`config.mk`:
```
export PLATFORM = sky130hd
export DESIGN_NAME = exec_branch_sp_stage
export DESIGN_NICKNAME = d
export VERILOG_FILES = /design/src/rtl/exec_pkg.sv /design/src/rtl/exec_branch_sp_stage_cond_eval.sv /design/src/rtl/exec_branch_sp_stage.sv
export SDC_FILE = /design/constraint.sdc
export NUM_CORES = 1
export LEC_CHECK = 0
export ABC_CLOCK_PERIOD_IN_PS = 1900
export CAP_MARGIN = 20
export CORE_ASPECT_RATIO = 1.5
export CORE_UTILIZATION = 41
export DETAILED_ROUTE_END_ITERATION = 7
export GPL_TIMING_DRIVEN = 0
export MAX_ROUTING_LAYER = met4
export PLACE_DENSITY = 0.76
export SKIP_LAST_GASP = 1
export SLEW_MARGIN = 10
export SYNTH_ARGS = -nofsm -noshare
export SYNTH_HDL_FRONTEND = slang
export SYNTH_SLANG_ARGS = --single-unit
export TNS_END_PERCENT = 10
```
`constraint.sdc`:
```
create_clock -name CLK -period 1.9 [get_ports CLK]
set_clock_uncertainty 0.05 [all_clocks]
set_input_delay 0.38 -clock CLK [delete_from_list [all_inputs] [get_ports CLK]]
set_output_delay 0.38 -clock CLK [all_outputs]
set_load 0.05 [all_outputs]
```
`src/rtl/exec_pkg.sv`:
```
// Shared encodings for the execute-side branch/stack-pointer stage:
// branch condition codes, flag bit positions and control FSM states.
package exec_pkg;

    localparam logic [2:0] COND_EQ = 3'b000;
    localparam logic [2:0] COND_LT = 3'b001;
    localparam logic [2:0] COND_LE = 3'b010;
    localparam logic [2:0] COND_NE = 3'b011;
    localparam logic [2:0] COND_AL = 3'b100;

    // Flag register layout is {S,Z,C,V}
    localparam int FLG_S = 3;
    localparam int FLG_Z = 2;
    localparam int FLG_C = 1;
    localparam int FLG_V = 0;

    typedef enum logic {
        ST_RUN    = 1'b0,
        ST_SQUASH = 1'b1
    } state_t;

endpackage

```
`src/rtl/exec_branch_sp_stage_cond_eval.sv`:
```
// Combinational branch-condition evaluator: condition code plus S/Z/V flags
// to a single taken/not-taken decision. Zero latency, no flow control.
module cond_eval
    import exec_pkg::*;
(
    input  logic [2:0] i_cond,
    input  logic       i_s,
    input  logic       i_z,
    input  logic       i_v,
    output logic       o_cond_true
);

    logic w_lt;
    assign w_lt = i_s ^ i_v;

    always_comb begin
        o_cond_true = 1'b0;
        case (i_cond)
            COND_EQ: o_cond_true = i_z;
            COND_LT: o_cond_true = w_lt;
            COND_LE: o_cond_true = i_z | w_lt;
            COND_NE: o_cond_true = ~i_z;
            COND_AL: o_cond_true = 1'b1;
            default: o_cond_true = 1'b0;
        endcase
    end

endmodule

```
`src/rtl/exec_branch_sp_stage.sv`:
```
// Execute control stage: stack pointer, flag register, branch decision and
// wrong-path squash; 1-cycle latency, stall_IN freezes every register.
module exec_branch_sp_stage
    import exec_pkg::*;
#(
    parameter int                SP_W      = 8,
    parameter logic [SP_W-1:0]   SP_RESET  = 8'hFF,
    parameter int                FLUSH_CYC = 2
) (
    input  logic            CLK,
    input  logic            RST_N,
    input  logic            valid_IN,
    input  logic            stall_IN,
    input  logic [2:0]      cond_IN,
    input  logic            PC_load_IN,
    input  logic            SPR_w_IN,
    input  logic            SPR_i_IN,
    input  logic            SPR_d_IN,
    input  logic [SP_W-1:0] sp_data_IN,
    input  logic [3:0]      flags_IN,
    input  logic            flags_we_IN,
    input  logic            wren_IN,
    input  logic [2:0]      writeAd_IN,
    input  logic            write_IN,
    output logic [SP_W-1:0] sp_OUT,
    output logic [3:0]      flags_OUT,
    output logic            branch_taken_OUT,
    output logic            flush_OUT,
    output logic            sp_err_OUT,
    output logic            valid_OUT,
    output logic            wren_OUT,
    output logic [2:0]      writeAd_OUT,
    output logic            write_OUT
);

    localparam int CNT_W = 3;

    state_t            r_state;
    state_t            w_state_nxt;
    logic [CNT_W-1:0]  r_cnt;
    logic [CNT_W-1:0]  w_cnt_nxt;
    logic [SP_W-1:0]   r_sp;
    logic              r_sp_err;
    logic [3:0]        r_flags;
    logic              r_taken;
    logic              r_valid;
    logic              r_wren;
    logic [2:0]        r_writeAd;
    logic              r_write;
    logic              w_eff;
    logic              w_cond_true;
    logic              w_taken;

    assign w_eff   = valid_IN & ~stall_IN & (r_state == ST_RUN);
    assign w_taken = w_eff & PC_load_IN & w_cond_true;

    // Decision uses the flag register as it stands, before this instruction's write
    cond_eval u_cond_eval (
        .i_cond      (cond_IN),
        .i_s         (r_flags[FLG_S]),
        .i_z         (r_flags[FLG_Z]),
        .i_v         (r_flags[FLG_V]),
        .o_cond_true (w_cond_true)
    );

    always_comb begin
        w_state_nxt = r_state;
        w_cnt_nxt   = r_cnt;
        case (r_state)
            ST_RUN: begin
                if (w_taken) begin
                    w_state_nxt = ST_SQUASH;
                    w_cnt_nxt   = CNT_W'(FLUSH_CYC);
                end
            end
            ST_SQUASH: begin
                // Countdown runs on every non-stalled cycle, valid or not
                if (!stall_IN) begin
                    if (r_cnt <= CNT_W'(1)) begin
                        w_state_nxt = ST_RUN;
                        w_cnt_nxt   = '0;
                    end else begin
                        w_cnt_nxt   = r_cnt - CNT_W'(1);
                    end
                end
            end
            default: begin
                w_state_nxt = ST_RUN;
                w_cnt_nxt   = '0;
            end
        endcase
    end

    always_ff @(posedge CLK or negedge RST_N) begin
        if (!RST_N) begin
            r_state   <= ST_RUN;
            r_cnt     <= '0;
            r_sp      <= SP_RESET;
            r_sp_err  <= 1'b0;
            r_flags   <= '0;
            r_taken   <= 1'b0;
            r_valid   <= 1'b0;
            r_wren    <= 1'b0;
            r_writeAd <= '0;
            r_write   <= 1'b0;
        end else if (!stall_IN) begin
            r_state   <= w_state_nxt;
            r_cnt     <= w_cnt_nxt;
            r_taken   <= w_taken;
            r_valid   <= w_eff;
            r_wren    <= wren_IN & w_eff;
            r_write   <= write_IN & w_eff;
            r_writeAd <= writeAd_IN;
            if (w_eff && flags_we_IN) begin
                r_flags <= flags_IN;
            end
            if (w_eff) begin
                if (SPR_w_IN) begin
                    r_sp <= sp_data_IN;
                end else if (SPR_i_IN) begin
                    r_sp <= r_sp + 1'b1;
                    if (r_sp == '1) r_sp_err <= 1'b1;
                end else if (SPR_d_IN) begin
                    r_sp <= r_sp - 1'b1;
                    if (r_sp == '0) r_sp_err <= 1'b1;
                end
            end
        end
    end

    assign sp_OUT           = r_sp;
    assign flags_OUT        = r_flags;
    assign branch_taken_OUT = r_taken;
    assign flush_OUT        = (r_state == ST_SQUASH);
    assign sp_err_OUT       = r_sp_err;
    assign valid_OUT        = r_valid;
    assign wren_OUT         = r_wren;
    assign writeAd_OUT      = r_writeAd;
    assign write_OUT        = r_write;

endmodule

```
Word level (Yosys, flattened, before mapping)

Index checks and enable logic that the tools add are counted.
W data, S select, Z words.

Flip-flop bits (word level): 24
Bits of input ports: 29

$add $sub $neg: 3
$lt $le $gt $ge: 1
Eq/ne operators: 7
Multiplexer cells: 14
Bitwise gates (word level): 12
Reduce and logical (&&, ||, !) cells: 10

Operators by type and width:

| cell                  | count |
|---|---|
| $mux W8               | 3 |
| $add A8 B1 Y8 const B | 1 |
| $eq A8 B8 Y1 const B  | 1 |
| $logic_not A8 Y1      | 1 |
| $sub A8 B1 Y8 const B | 1 |
| $and A1 B1 Y1         | 6 |
| $eq A3 B2 Y1 const B  | 2 |
| $mux W1               | 6 |
| $mux W3               | 2 |
| $pmux W3 S2           | 1 |
| $reduce_and A6 Y1     | 1 |
| $pmux W1 S5           | 1 |
| $not A1 Y1            | 4 |
| $reduce_and A2 Y1     | 2 |
| $reduce_bool A2 Y1    | 2 |
| $eq A3 B1 Y1 const B  | 1 |
| $eq A3 B3 Y1 const B  | 1 |
| $le A3 B1 Y1 const B  | 1 |
| $logic_not A3 Y1      | 1 |
| $reduce_and A3 Y1     | 1 |
| $reduce_bool A3 Y1    | 1 |
| $sub A3 B1 Y3 const B | 1 |
| $ne A2 B1 Y1 const B  | 1 |
| $ne A2 B2 Y1 const B  | 1 |
| 4 further kinds       | 4 |

Logic depth before layout (Yosys ltp)

Gate-level depths: netlist of run 1.

Depth after elaboration: 7
Gate-level depth with buffers: 7

By module

A second synthesis of run 1 with hierarchy kept.

Cell total of the unflattened synthesis: 150
Area total of the unflattened synthesis: 1448.9 µm²

Modules (own cells, without submodules):

| module               | instances | cells each | area an instance (µm²) | sequential area each (µm²) |
|---|---|---|---|---|
| exec_branch_sp_stage | 1         | 142        | 1395.1                 | 610.6 |
| cond_eval            | 1         | 8          | 53.8                   | 0.0 |

Worst setup path before layout of run 1

OpenSTA, ideal clock, no wires.

Path type: register to register
From: register r_sp[2], in the netlist sp_OUT[2]
To: register r_sp[6], in the netlist sp_OUT[6]
Library setup time: 0.085 ns
Data arrival time: 1.864 ns
Data required time: 1.765 ns
Slack: -0.099 ns
Cell stages (with the launch flop): 7
Buffers on the path: 0
Clock period less this slack: 1.999 ns
Path through: dfstp_2 > ha_1 > a211oi_1 > o21bai_1 > a21oi_1 > mux2i_1 > nand3_1

Cells in the longest elaborated chain, start to end: 4
Elaborated cells between the ends (all ways): 5
Those cells by class: add/sub (2); mux (3)

Ends and longest elaborated chain:

| item                     | line                        | source |
|---|---|---|
| start: declaration       | exec_branch_sp_stage.sv:42  | `logic [SP_W-1:0] r_sp;` |
| start signal: assignment | exec_branch_sp_stage.sv:119 | `r_sp <= sp_data_IN;` |
| start signal: assignment | exec_branch_sp_stage.sv:121 | `r_sp <= r_sp + 1'b1;` |
| start signal: assignment | exec_branch_sp_stage.sv:124 | `r_sp <= r_sp - 1'b1;` |
| $sub A8 B1 Y8            | exec_branch_sp_stage.sv:124 |  |
| $mux W8                  | exec_branch_sp_stage.sv:123 | `end else if (SPR_d_IN) begin` |
| $mux W8 (*)              | exec_branch_sp_stage.sv:120 | `end else if (SPR_i_IN) begin` |
| $mux W8 (*)              | exec_branch_sp_stage.sv:118 | `if (SPR_w_IN) begin` |

Every way passes the cells marked *; elsewhere a longest branch is shown, timed or not. The select of a mux whose other input is x is not followed.
A chain may end at the register's enable or synchronous reset.

Worst setup path in the final report of run 1

From: register r_sp[1], in the netlist sp_OUT[1]
To: output sp_OUT[1]

RTL lines:

| item             | line                       | source |
|---|---|---|
| end: declaration | exec_branch_sp_stage.sv:25 | `output logic [SP_W-1:0] sp_OUT,` |

No word-level cell between the ends.

==> flow_metrics.tcl, run 1 <==
set metrics [dict create \
    floorplan.die.width_um 51.5 \
    synth_commonest_cells "sky130_fd_sc_hd__dfrtp_1 (16), sky130_fd_sc_hd__o21ai_0 (12), sky130_fd_sc_hd__nand2_1 (11)" \
    layoutNonFillerInstCount 244 \
    synth_area_per_cell_um2 10.3 \
    p_leak_nw 0.911 \
    max_slew_margin_pct 64.7 \
    total_power_w 0.00325 \
    remaining_overflow_grt 0 \
    clock_insertion_delay_worst_skew_ns 0.26 \
    drt_wl_total_mm 3.92 \
    cp_data_arrival_time_ns 1.71 \
    post_route_cells_drive_above_1_share_pct 21.3 \
    violations_in_the_final_reports "setup timing" \
    detail-route-antenna-nets 0 \
    tritoncts "done" \
    tritoncts_num_sinks 24 \
    syn-num-nets 184 \
    setup_viol 11 \
    syn_area_um2 1510 \
    routed-via-count 1376 \
    cts_inserted_buffers 3 \
    totalNegativeSetupSlack_ns -1.60 \
    floorplan.io_pins 50 \
    fin_ws_ns -0.240 \
    drt_iter0_drc 27 \
    period_minus_slack_ns 2.14 \
    core_area_um2 3450 \
    startpoint_type "flop" \
    tightestPinTransition_ns 0.528 \
    initial_core_utilization_pct 43.8 \
    preCtsSetupSlack_ns -0.929 \
    cp_bufs_invs 1 \
    fin_nets 240 \
    synth_largest_type_area_fraction_pct 26.5 \
    dieArea_um2 3930 \
    port-buffer-count 49 \
    max-cap-violations 0 \
    synth.top_cells.by_area "sky130_fd_sc_hd__dfrtp_1 (27%), sky130_fd_sc_hd__dfstp_2 (14%), sky130_fd_sc_hd__ha_1 (5.8%)" \
    synth_edf_count 0 \
    drt-vias-per-instance 5.64 \
    grt_start_max_net_pins 25 \
    gr-usage-all-layers_pct 22.5 \
    timing.setup.critical_path_class "flop to output pin" \
    ys_async_sr_fraction_pct 100 \
    cp-end-kind "output pin" \
    p_sw_w 0.00155 \
    pwr_density_cell_nw_per_um2 1510 \
    crit_start "sp_OUT[1]" \
    layout_worst_path_cycle_share_pct 113 \
    wire_per_inst_um 16.1 \
    critical_path.slowest_cell "sky130_fd_sc_hd__clkdlybuf4s50_1" \
    postSynthRegisterBits 24 \
    yosysWarnings 0 \
    data_required_time_at_the_worst_endpoint_ns 1.47 \
    p_comb_share_pct 59.7 \
    switching_share_pct 47.6 \
    register_area_um2 614 \
    max_transition_viols_final 0 \
    synthDominantAreaCellType "sky130_fd_sc_hd__dfrtp_1" \
    nFillCells 319 \
    finalHoldViolCount 0 \
    yosys_most_used_dff "sky130_fd_sc_hd__dfrtp_1" \
    clk_root_buffer_cell "sky130_fd_sc_hd__clkbuf_8" \
    critical_path.cell_chain "clkdlybuf4s50_1" \
    first_pass_iters 4 \
    cp_slowest_stage_delay_ns 0.83 \
    path_delay_family "buffers and inverters" \
    antenna_cells_inserted 0 \
    placedCellCount 238 \
    antenna_found_initial 0 \
    clkSlewWorstSetupHoldPaths_ns 0.09 \
    detail_route.drc_violations 0 \
    clockBufferDepth 2 \
    multi_input_area_um2 868 \
    grt_first_pass_wirelength_mm 6.66 \
    synth_cells 147 \
    grt_setup_unrepaired "yes" \
    crit-reg2reg-launch "sp_OUT[2]" \
    unique_masters_post_synth 43 \
    placement_rows 26 \
    synthMostInstantiatedCell "sky130_fd_sc_hd__dfrtp_1" \
    run_status "complete, but fails checks" \
    fp.dieH_um 76.3 \
    htreeDepth 1 \
    pwr-share-seq_pct 31.0 \
    power.ir.vdd_worst_v 0.00139 \
    areaGrowthSynthToFinish_pct 43.2 \
    grt_pass1_vias 1492 \
    timing.critical_path.fanout_max 6 \
    fmaxAchievable_mhz 467 \
    dpl.hpwl_mm 3.00 \
    hp-class "input pin to async pin" \
    seq_area_frac_synth_pct 40.5 \
    place_congestion 0.920 \
    intPower_w 0.00170 \
    clockPowerShare_pct 9.2 \
]
-- per-stage QoR --
step	instance area [µm²]	util, %	hold WS, ns
floorplan	1530	-	0.0344
global placement	2070	60.1	0.411
detailed placement	2070	60.1	0.445
CTS	2120	61.4	0.460
global route	2160	62.7	0.435
finish	2160	62.7	0.404
-- area by class of cell --
cell class,count,share of cell area [%]
Inverter,5,0.869
Timing Repair Buffer,51,23.6
Multi-Input combinational cell,110,40.2
Sequential cell,24,28.4
Clock buffer,4,2.08
Buffer,8,2.43
Tap cell,42,2.43
-- final timing paths --
check | end | slack [ns] | cells after the start
max reg2reg | sp_OUT[6] | 0 | 6
min in group CLK | r_cnt[0] | 0.45 | 1
min | wren_OUT | 0.40 | 1
max in group asynchronous | sp_OUT[6] | 0.82 | 2
min reg2reg | r_cnt[0] | 0.45 | 1
max | sp_OUT[1] | -0.24 | 1
-- sequential cells by signal, summed over array words and instances (netlist names), 3 cells and up --
register	cells
sp_OUT	8
r_cnt	3
flags_OUT	4
writeAd_OUT	3
-- power by group through the flow --
stage               clock network, W  logic (W)  registers, W
global route                0.000336    0.00209       0.00105
CTS                         0.000312    0.00187       0.00101
floorplan                          0   0.000885       0.00141
global placement                   0    0.00182      0.000998
finish                      0.000301    0.00194       0.00101
detailed placement                 0    0.00186       0.00102
-- cell usage in the layout, fill, tap and decap left out, types with 3 or more instances in the layout --
cell                              netlist  layout
sky130_fd_sc_hd__clkdlybuf4s50_1        0      46
sky130_fd_sc_hd__dfrtp_1               16      16
sky130_fd_sc_hd__o21ai_0               12      11
sky130_fd_sc_hd__nand2_1               11      11
sky130_fd_sc_hd__mux2_2                 7       7
sky130_fd_sc_hd__dfstp_2                8       7
sky130_fd_sc_hd__buf_4                  5       6
sky130_fd_sc_hd__a21oi_1                7       6
sky130_fd_sc_hd__nand3_1                7       6
sky130_fd_sc_hd__a21o_1                 6       6
sky130_fd_sc_hd__ha_1                   7       6
sky130_fd_sc_hd__inv_1                  5       4
sky130_fd_sc_hd__xnor2_1                4       4
sky130_fd_sc_hd__buf_2                  3       3
sky130_fd_sc_hd__nor3_1                 3       3
sky130_fd_sc_hd__mux2i_1                3       3
sky130_fd_sc_hd__o31ai_1                3       3
sky130_fd_sc_hd__nor2_1                 3       3
sky130_fd_sc_hd__nor4_1                 3       3
sky130_fd_sc_hd__nand4_1                3       3
sky130_fd_sc_hd__clkbuf_8               0       3
-- per-layer routing --
layer | global-route usage, % | up-vias | routed length, µm
met1 | 24.7 | 670 | 1520
met4 | 6.22 | 0 | 60
met2 | 41.2 | 48 | 2180
met3 | 2.20 | 6 | 164
li1 | - | 652 | -
met5 | - | - | 0
-- what timing repair did --
item                                    CTS  global route
pin swaps                                 0             2
setup buffers                             0             1
endpoints found under the setup margin   19            20
resized for setup                         4             7
hold buffers                              0             0
-- logic make-up after synthesis --
family | Yosys count | synth area share (%)
and+or+nand+nor | 45 | 16.9
AOI/OAI and AO/OA | 43 | 21.2
DFF | 24 | 40.5
buffers and inverters | 13 | 4.73
muxes | 10 | 7.21
adders and majority gates | 8 | 7.13
xor gates and xnor gates | 4 | 2.32
Note: power is estimated with default switching activity, not from simulation.
==> inputs of run 2 (changes only) <==
- CAP_MARGIN: 20 -> 15
- CELL_PAD_IN_SITES_DETAIL_PLACEMENT: not set -> 1
- CELL_PAD_IN_SITES_GLOBAL_PLACEMENT: not set -> 1
- CORE_UTILIZATION: 41 -> 31
- HOLD_SLACK_MARGIN: not set -> 0.12
- PLACE_DENSITY: 0.76 -> not set
- PLACE_DENSITY_LB_ADDON: not set -> 0.1
==> run 2 against run 1 <==
  * The run still ends with setup timing left
  * Global-route usage fell by 3.0 points
  * Via count grew 1.5%
  * Combinational power barely moved
  * Clock power rose by 49%
  * Count of clock-buffer cells in the layout shrank 1
  * Highest routed layer unchanged
==> flow_metrics.tcl, run 2 (synthesis gave the netlist of run 1 again) <==
set metrics [dict create \
    detail-route-antenna-nets 0 \
    pwr_density_cell_nw_per_um2 1530 \
    cts_inserted_buffers 3 \
    tritoncts_num_sinks 24 \
    floorplan.die.width_um 59.0 \
    critical_path.slowest_cell "sky130_fd_sc_hd__clkdlybuf4s50_1" \
    wire_per_inst_um 16.9 \
    areaGrowthSynthToFinish_pct 47.6 \
    antenna_cells_inserted 0 \
    grt_first_pass_wirelength_mm 7.35 \
    postLayoutCoreUtil_pct 48.2 \
    htreeDepth 1 \
    gr-usage-all-layers_pct 19.5 \
    max-cap-violations 0 \
    crit-reg2reg-launch "sp_OUT[2]" \
    layoutNonFillerInstCount 268 \
    violations_in_the_final_reports "setup timing" \
    timing.rr.end "sp_OUT[6]" \
    clockBufferDepth 2 \
    placement_rows 30 \
    startpoint_type "flop" \
    placedCellCount 260 \
    finalHoldViolCount 0 \
    post_route_cells_drive_above_1_share_pct 22.5 \
    clock_insertion_delay_worst_skew_ns 0.27 \
    remaining_overflow_grt 0 \
    cp_data_arrival_time_ns 1.69 \
    fin_ws_ns -0.220 \
    cp_slowest_stage_delay_ns 0.82 \
    timing.setup.critical_path_class "flop to output pin" \
    clk_root_buffer_cell "sky130_fd_sc_hd__clkbuf_8" \
    layout.cells.most_common_list "sky130_fd_sc_hd__clkdlybuf4s50_1 (43), sky130_fd_sc_hd__dfrtp_1 (16), sky130_fd_sc_hd__o21ai_0 (11), sky130_fd_sc_hd__nand2_1 (11), sky130_fd_sc_hd__buf_4 (9)" \
    hold_worst_path_end "sp_err_OUT" \
    worst_r2r_path_depth 6 \
    layout_worst_path_cycle_share_pct 112 \
    min_delay_path_depth 1 \
    core_area_um2 4620 \
    tightestPinTransition_ns 0.555 \
    drt-vias-per-instance 5.21 \
    detail_route.drc_violations 0 \
    fmaxAchievable_mhz 472 \
    grt_start_max_net_pins 25 \
    port-buffer-count 49 \
    p_leak_nw 0.943 \
    fin_nets 242 \
    flip_flop_count_of_the_largest_register_all_copies_and_words_added 8 \
    grt_pass1_vias 1539 \
    setup_viol 9 \
    drt_wl_total_mm 4.52 \
    power.ir.vdd_worst_v 0.000787 \
    dpl.hpwl_mm 3.54 \
    first_pass_iters 4 \
    grt_setup_unrepaired "yes" \
    place_congestion 0.759 \
    cp-end-kind "output pin" \
    initial_core_utilization_pct 32.7 \
    data_required_time_at_the_worst_endpoint_ns 1.47 \
    tritoncts "done" \
    dieArea_um2 5160 \
    drt_iter0_drc 17 \
    r2r_setup_slack_ns -0.10 \
    layout.cell_area.non_filler_um2 2230 \
    final_common_cell "sky130_fd_sc_hd__clkdlybuf4s50_1" \
    max_slew_margin_pct 63.0 \
    cell_area_placed_um2 2100 \
    run_status "complete, but fails checks" \
    period_minus_slack_ns 2.12 \
    clkSlewWorstSetupHoldPaths_ns 0.08 \
    preCtsSetupSlack_ns -0.995 \
    hold_path.startpoint "sp_err_OUT" \
    critical_path.cell_chain "clkdlybuf4s50_1" \
    fp.dieH_um 87.5 \
    hp-class "flop to flop" \
    antenna_found_initial 0 \
    cp_bufs_invs 1 \
    max_transition_viols_final 0 \
    timing.critical_path.fanout_max 8 \
    totalNegativeSetupSlack_ns -1.33 \
    path_delay_family "buffers and inverters" \
    floorplan.io_pins 50 \
    routed-via-count 1396 \
]
## run 2: layout make-up
cell class	count	area (µm²)
inverter	5	22.5
clock buffer	3	41.3
buffer	8	52.6
multi-input combinational	110	868
fill	542	2390
timing repair buffer	53	518
clock inverter	1	30.0
tap	64	80.1
sequential	24	614
## run 2: repair_timing
action                                  CTS  global route
hold buffers                              0             1
endpoints found under the setup margin   20            23
endpoints found under the hold margin     0            16
buffers inserted                          3             0
gates resized for setup                  14             2
pin swaps                                 1             0
## run 2: metrics by stage
stage / hold WS (ns) / total power [W]
floorplan: 0.0344 / 0.00229
global placement: 0.415 / 0.00284
detailed placement: 0.426 / 0.00293
CTS: 0.442 / 0.00343
global route: 0.450 / 0.00359
finish: 0.436 / 0.00340
## run 2: how the worst max path moves through the flow
stage                   start        end  slack, ns  cells after the start
global route        sp_OUT[4]  sp_OUT[4]      -0.26                      1
CTS                 sp_OUT[1]  sp_OUT[1]      -0.24                      1
detailed placement   SPR_i_IN  sp_OUT[6]      -0.99                      8
global placement     SPR_i_IN  sp_OUT[6]      -0.93                      8
floorplan           sp_OUT[4]  sp_OUT[7]      -0.01                      6
finish              sp_OUT[7]  sp_OUT[7]      -0.22                      1
## run 2: where the power goes
group	total, W	internal, W	switching (W)
Clock	0.000448	0.000282	0.000166
Sequential	0.00102	0.000764	0.000255
Combinational	0.00193	0.000775	0.00116
Total	0.00340	0.00182	0.00158
## run 2: routing by layer
metal / track usage, % / up-vias / share of wire [%]
met2: 37.0 / 30 / 59
met1: 20.1 / 701 / 37
met5: - / - / 0
met3: 1.19 / 4 / 2.4
li1: - / 661 / -
met4: 7.79 / 0 / 1.4
==> inputs of run 3 (changes only) <==
- ABC_CLOCK_PERIOD_IN_PS: 1900 -> 2700
- CORE_UTILIZATION: 31 -> 37
- TNS_END_PERCENT: 10 -> 100
- clock period: 1.9 -> 2.7 ns (I/O delays scaled with it)
==> run 3 against run 2 <==
  * The run now ends clean
  * Non-clock buffer count shrank 4
  * Critical path depth did not move
  * Utilization up 6.0 points
  * Critical endpoint unchanged
  * Cell count decreased by 8.6%
  * Critical path type unchanged
  * Die area shrank 16%
==> flow_metrics.tcl, run 3 (synthesis gave the netlist of run 1 again) <==
set metrics [dict create \
    cts_inserted_buffers 3 \
    fp.dieH_um 80.2 \
    antenna_found_initial 0 \
    finalHoldViolCount 0 \
    floorplan.io_pins 50 \
    tritoncts "done" \
    cp.depth 1 \
    max_transition_viols_final 0 \
    cp_bufs_invs 1 \
    timing.rr.end "sp_OUT[6]" \
    register_area_um2 611 \
    clk_root_buffer_cell "sky130_fd_sc_hd__clkbuf_8" \
    run_status "complete, no violations" \
    setup_viol 0 \
    place_congestion 0.862 \
    floorplan.die.width_um 54.1 \
    remaining_overflow_grt 0 \
    fin_nets 238 \
    grt_pass1_vias 1455 \
    first_pass_iters 6 \
    r2r_setup_slack_ns 0.71 \
    postLayoutCoreUtil_pct 54.3 \
    pwr_density_cell_nw_per_um2 1100 \
    flip_flop_count_of_the_largest_register_all_copies_and_words_added 8 \
    crit-reg2reg-launch "sp_OUT[2]" \
    layout.cells.most_common_list "sky130_fd_sc_hd__clkdlybuf4s50_1 (47), sky130_fd_sc_hd__dfrtp_1 (16), sky130_fd_sc_hd__o21ai_0 (12)" \
    clkSlewWorstSetupHoldPaths_ns 0.10 \
    final_common_cell "sky130_fd_sc_hd__clkdlybuf4s50_1" \
    max_slew_margin_pct 63.7 \
    gr-usage-all-layers_pct 22.7 \
    worst_r2r_path_depth 6 \
    layout_worst_path_cycle_share_pct 86.2 \
    clockBufferDepth 2 \
    data_required_time_at_the_worst_endpoint_ns 2.11 \
    fmaxAchievable_mhz 430 \
    multi_input_area_um2 832 \
    routed-via-count 1387 \
    wire_per_inst_um 17.6 \
    totalNegativeSetupSlack_ns 0 \
    power.ir.vdd_worst_v 0.000684 \
    cp-end-kind "output pin" \
    antenna_cells_inserted 0 \
    crit_start "sp_OUT[7]" \
    path_delay_family "buffers and inverters" \
    drt-vias-per-instance 5.66 \
    max-cap-violations 0 \
    grt_first_pass_wirelength_mm 6.94 \
    timing.setup.critical_path_class "flop to output pin" \
    initial_core_utilization_pct 38.5 \
    port-buffer-count 49 \
    tightestPinTransition_ns 0.544 \
    hp-class "input pin to async pin" \
    p_leak_nw 0.903 \
    clock_insertion_delay_worst_skew_ns 0.28 \
    grt_setup_unrepaired "no" \
    drt_wl_total_mm 4.32 \
    cp_data_arrival_time_ns 1.74 \
    nFillCells 466 \
    critical_path.cell_chain "clkdlybuf4s50_1" \
    areaGrowthSynthToFinish_pct 41.1 \
    timing.critical_path.to "sp_OUT[7]" \
    cp_slowest_stage_delay_ns 0.84 \
    core_area_um2 3920 \
    post_cts_buffers 0 \
    detail-route-antenna-nets 0 \
    timing.critical_path.fanout_max 8 \
    critical_path.slowest_cell "sky130_fd_sc_hd__clkdlybuf4s50_1" \
    preCtsSetupSlack_ns -0.448 \
    detail_route.drc_violations 0 \
    post_route_cells_drive_above_1_share_pct 19.5 \
    grt_start_max_net_pins 25 \
    tritoncts_num_sinks 24 \
    htreeDepth 1 \
    drt_iter0_drc 19 \
    fin_ws_ns 0.374 \
    period_minus_slack_ns 2.33 \
    startpoint_type "flop" \
    dieArea_um2 4340 \
    dpl.hpwl_mm 3.31 \
    placement_rows 28 \
]
==> run 3: worst min-delay path by stage <==
| stage | startpoint | depth (start not counted) | slack [ns] | to |
|---|---|---|---|---|
| 3_3_place_gp | sp_err_OUT | 1 | 0.39 | sp_err_OUT |
| 4_1_cts | sp_err_OUT | 1 | 0.43 | sp_err_OUT |
| 6_report | RST_N | 1 | 0.18 | r_cnt[2] |
| 2_1_floorplan | RST_N | 0 | 0.19 | branch_taken_OUT |
| 5_1_grt | RST_N | 1 | 0.23 | flags_OUT[3] |
| 3_5_place_dp | sp_err_OUT | 1 | 0.41 | sp_err_OUT |
==> run 3: metal layers <==
metal / track usage [%] / vias to the layer above / share of wire, %
li1: - / 651 / -
met1: 24.3 / 696 / 38
met2: 40.5 / 31 / 56
met3: 2.27 / 9 / 3.1
met4: 9.49 / 0 / 2.7
met5: - / - / 0
==> run 3: timing repair <==
action / in CTS / in global routing
gates resized for setup: 2 / 1
hold buffers: 0 / 0
hold endpoints to repair: 0 / 0
setup endpoints to repair: 2 / 2
==> run 3: final cells by class <==
cell class / count / area share (%)
clock inverter: 1 / 1.41
clock buffer: 3 / 1.94
buffer: 8 / 2.47
timing repair buffer: 49 / 22.9
multi-input combinational: 110 / 39.1
tap: 45 / 2.64
inverter: 5 / 0.881
sequential: 24 / 28.7
==> run 3: through the flow <==
step,hold WS [ns],instance area (µm²),power (W),std cells
5_1_grt,0.228,2130,0.00250,245
4_1_cts,0.435,2130,0.00237,245
2_1_floorplan,0.194,1510,0.00158,147
3_5_place_dp,0.415,2060,0.00203,241
3_3_place_gp,0.388,2060,0.00196,241
6_report,0.182,2130,0.00235,245
==> run 3: power by group <==
group	total [W]	switching, W	internal [W]
clock network	0.000327	0.000128	0.000199
registers	0.000707	0.000175	0.000532
logic	0.00132	0.000791	0.000526
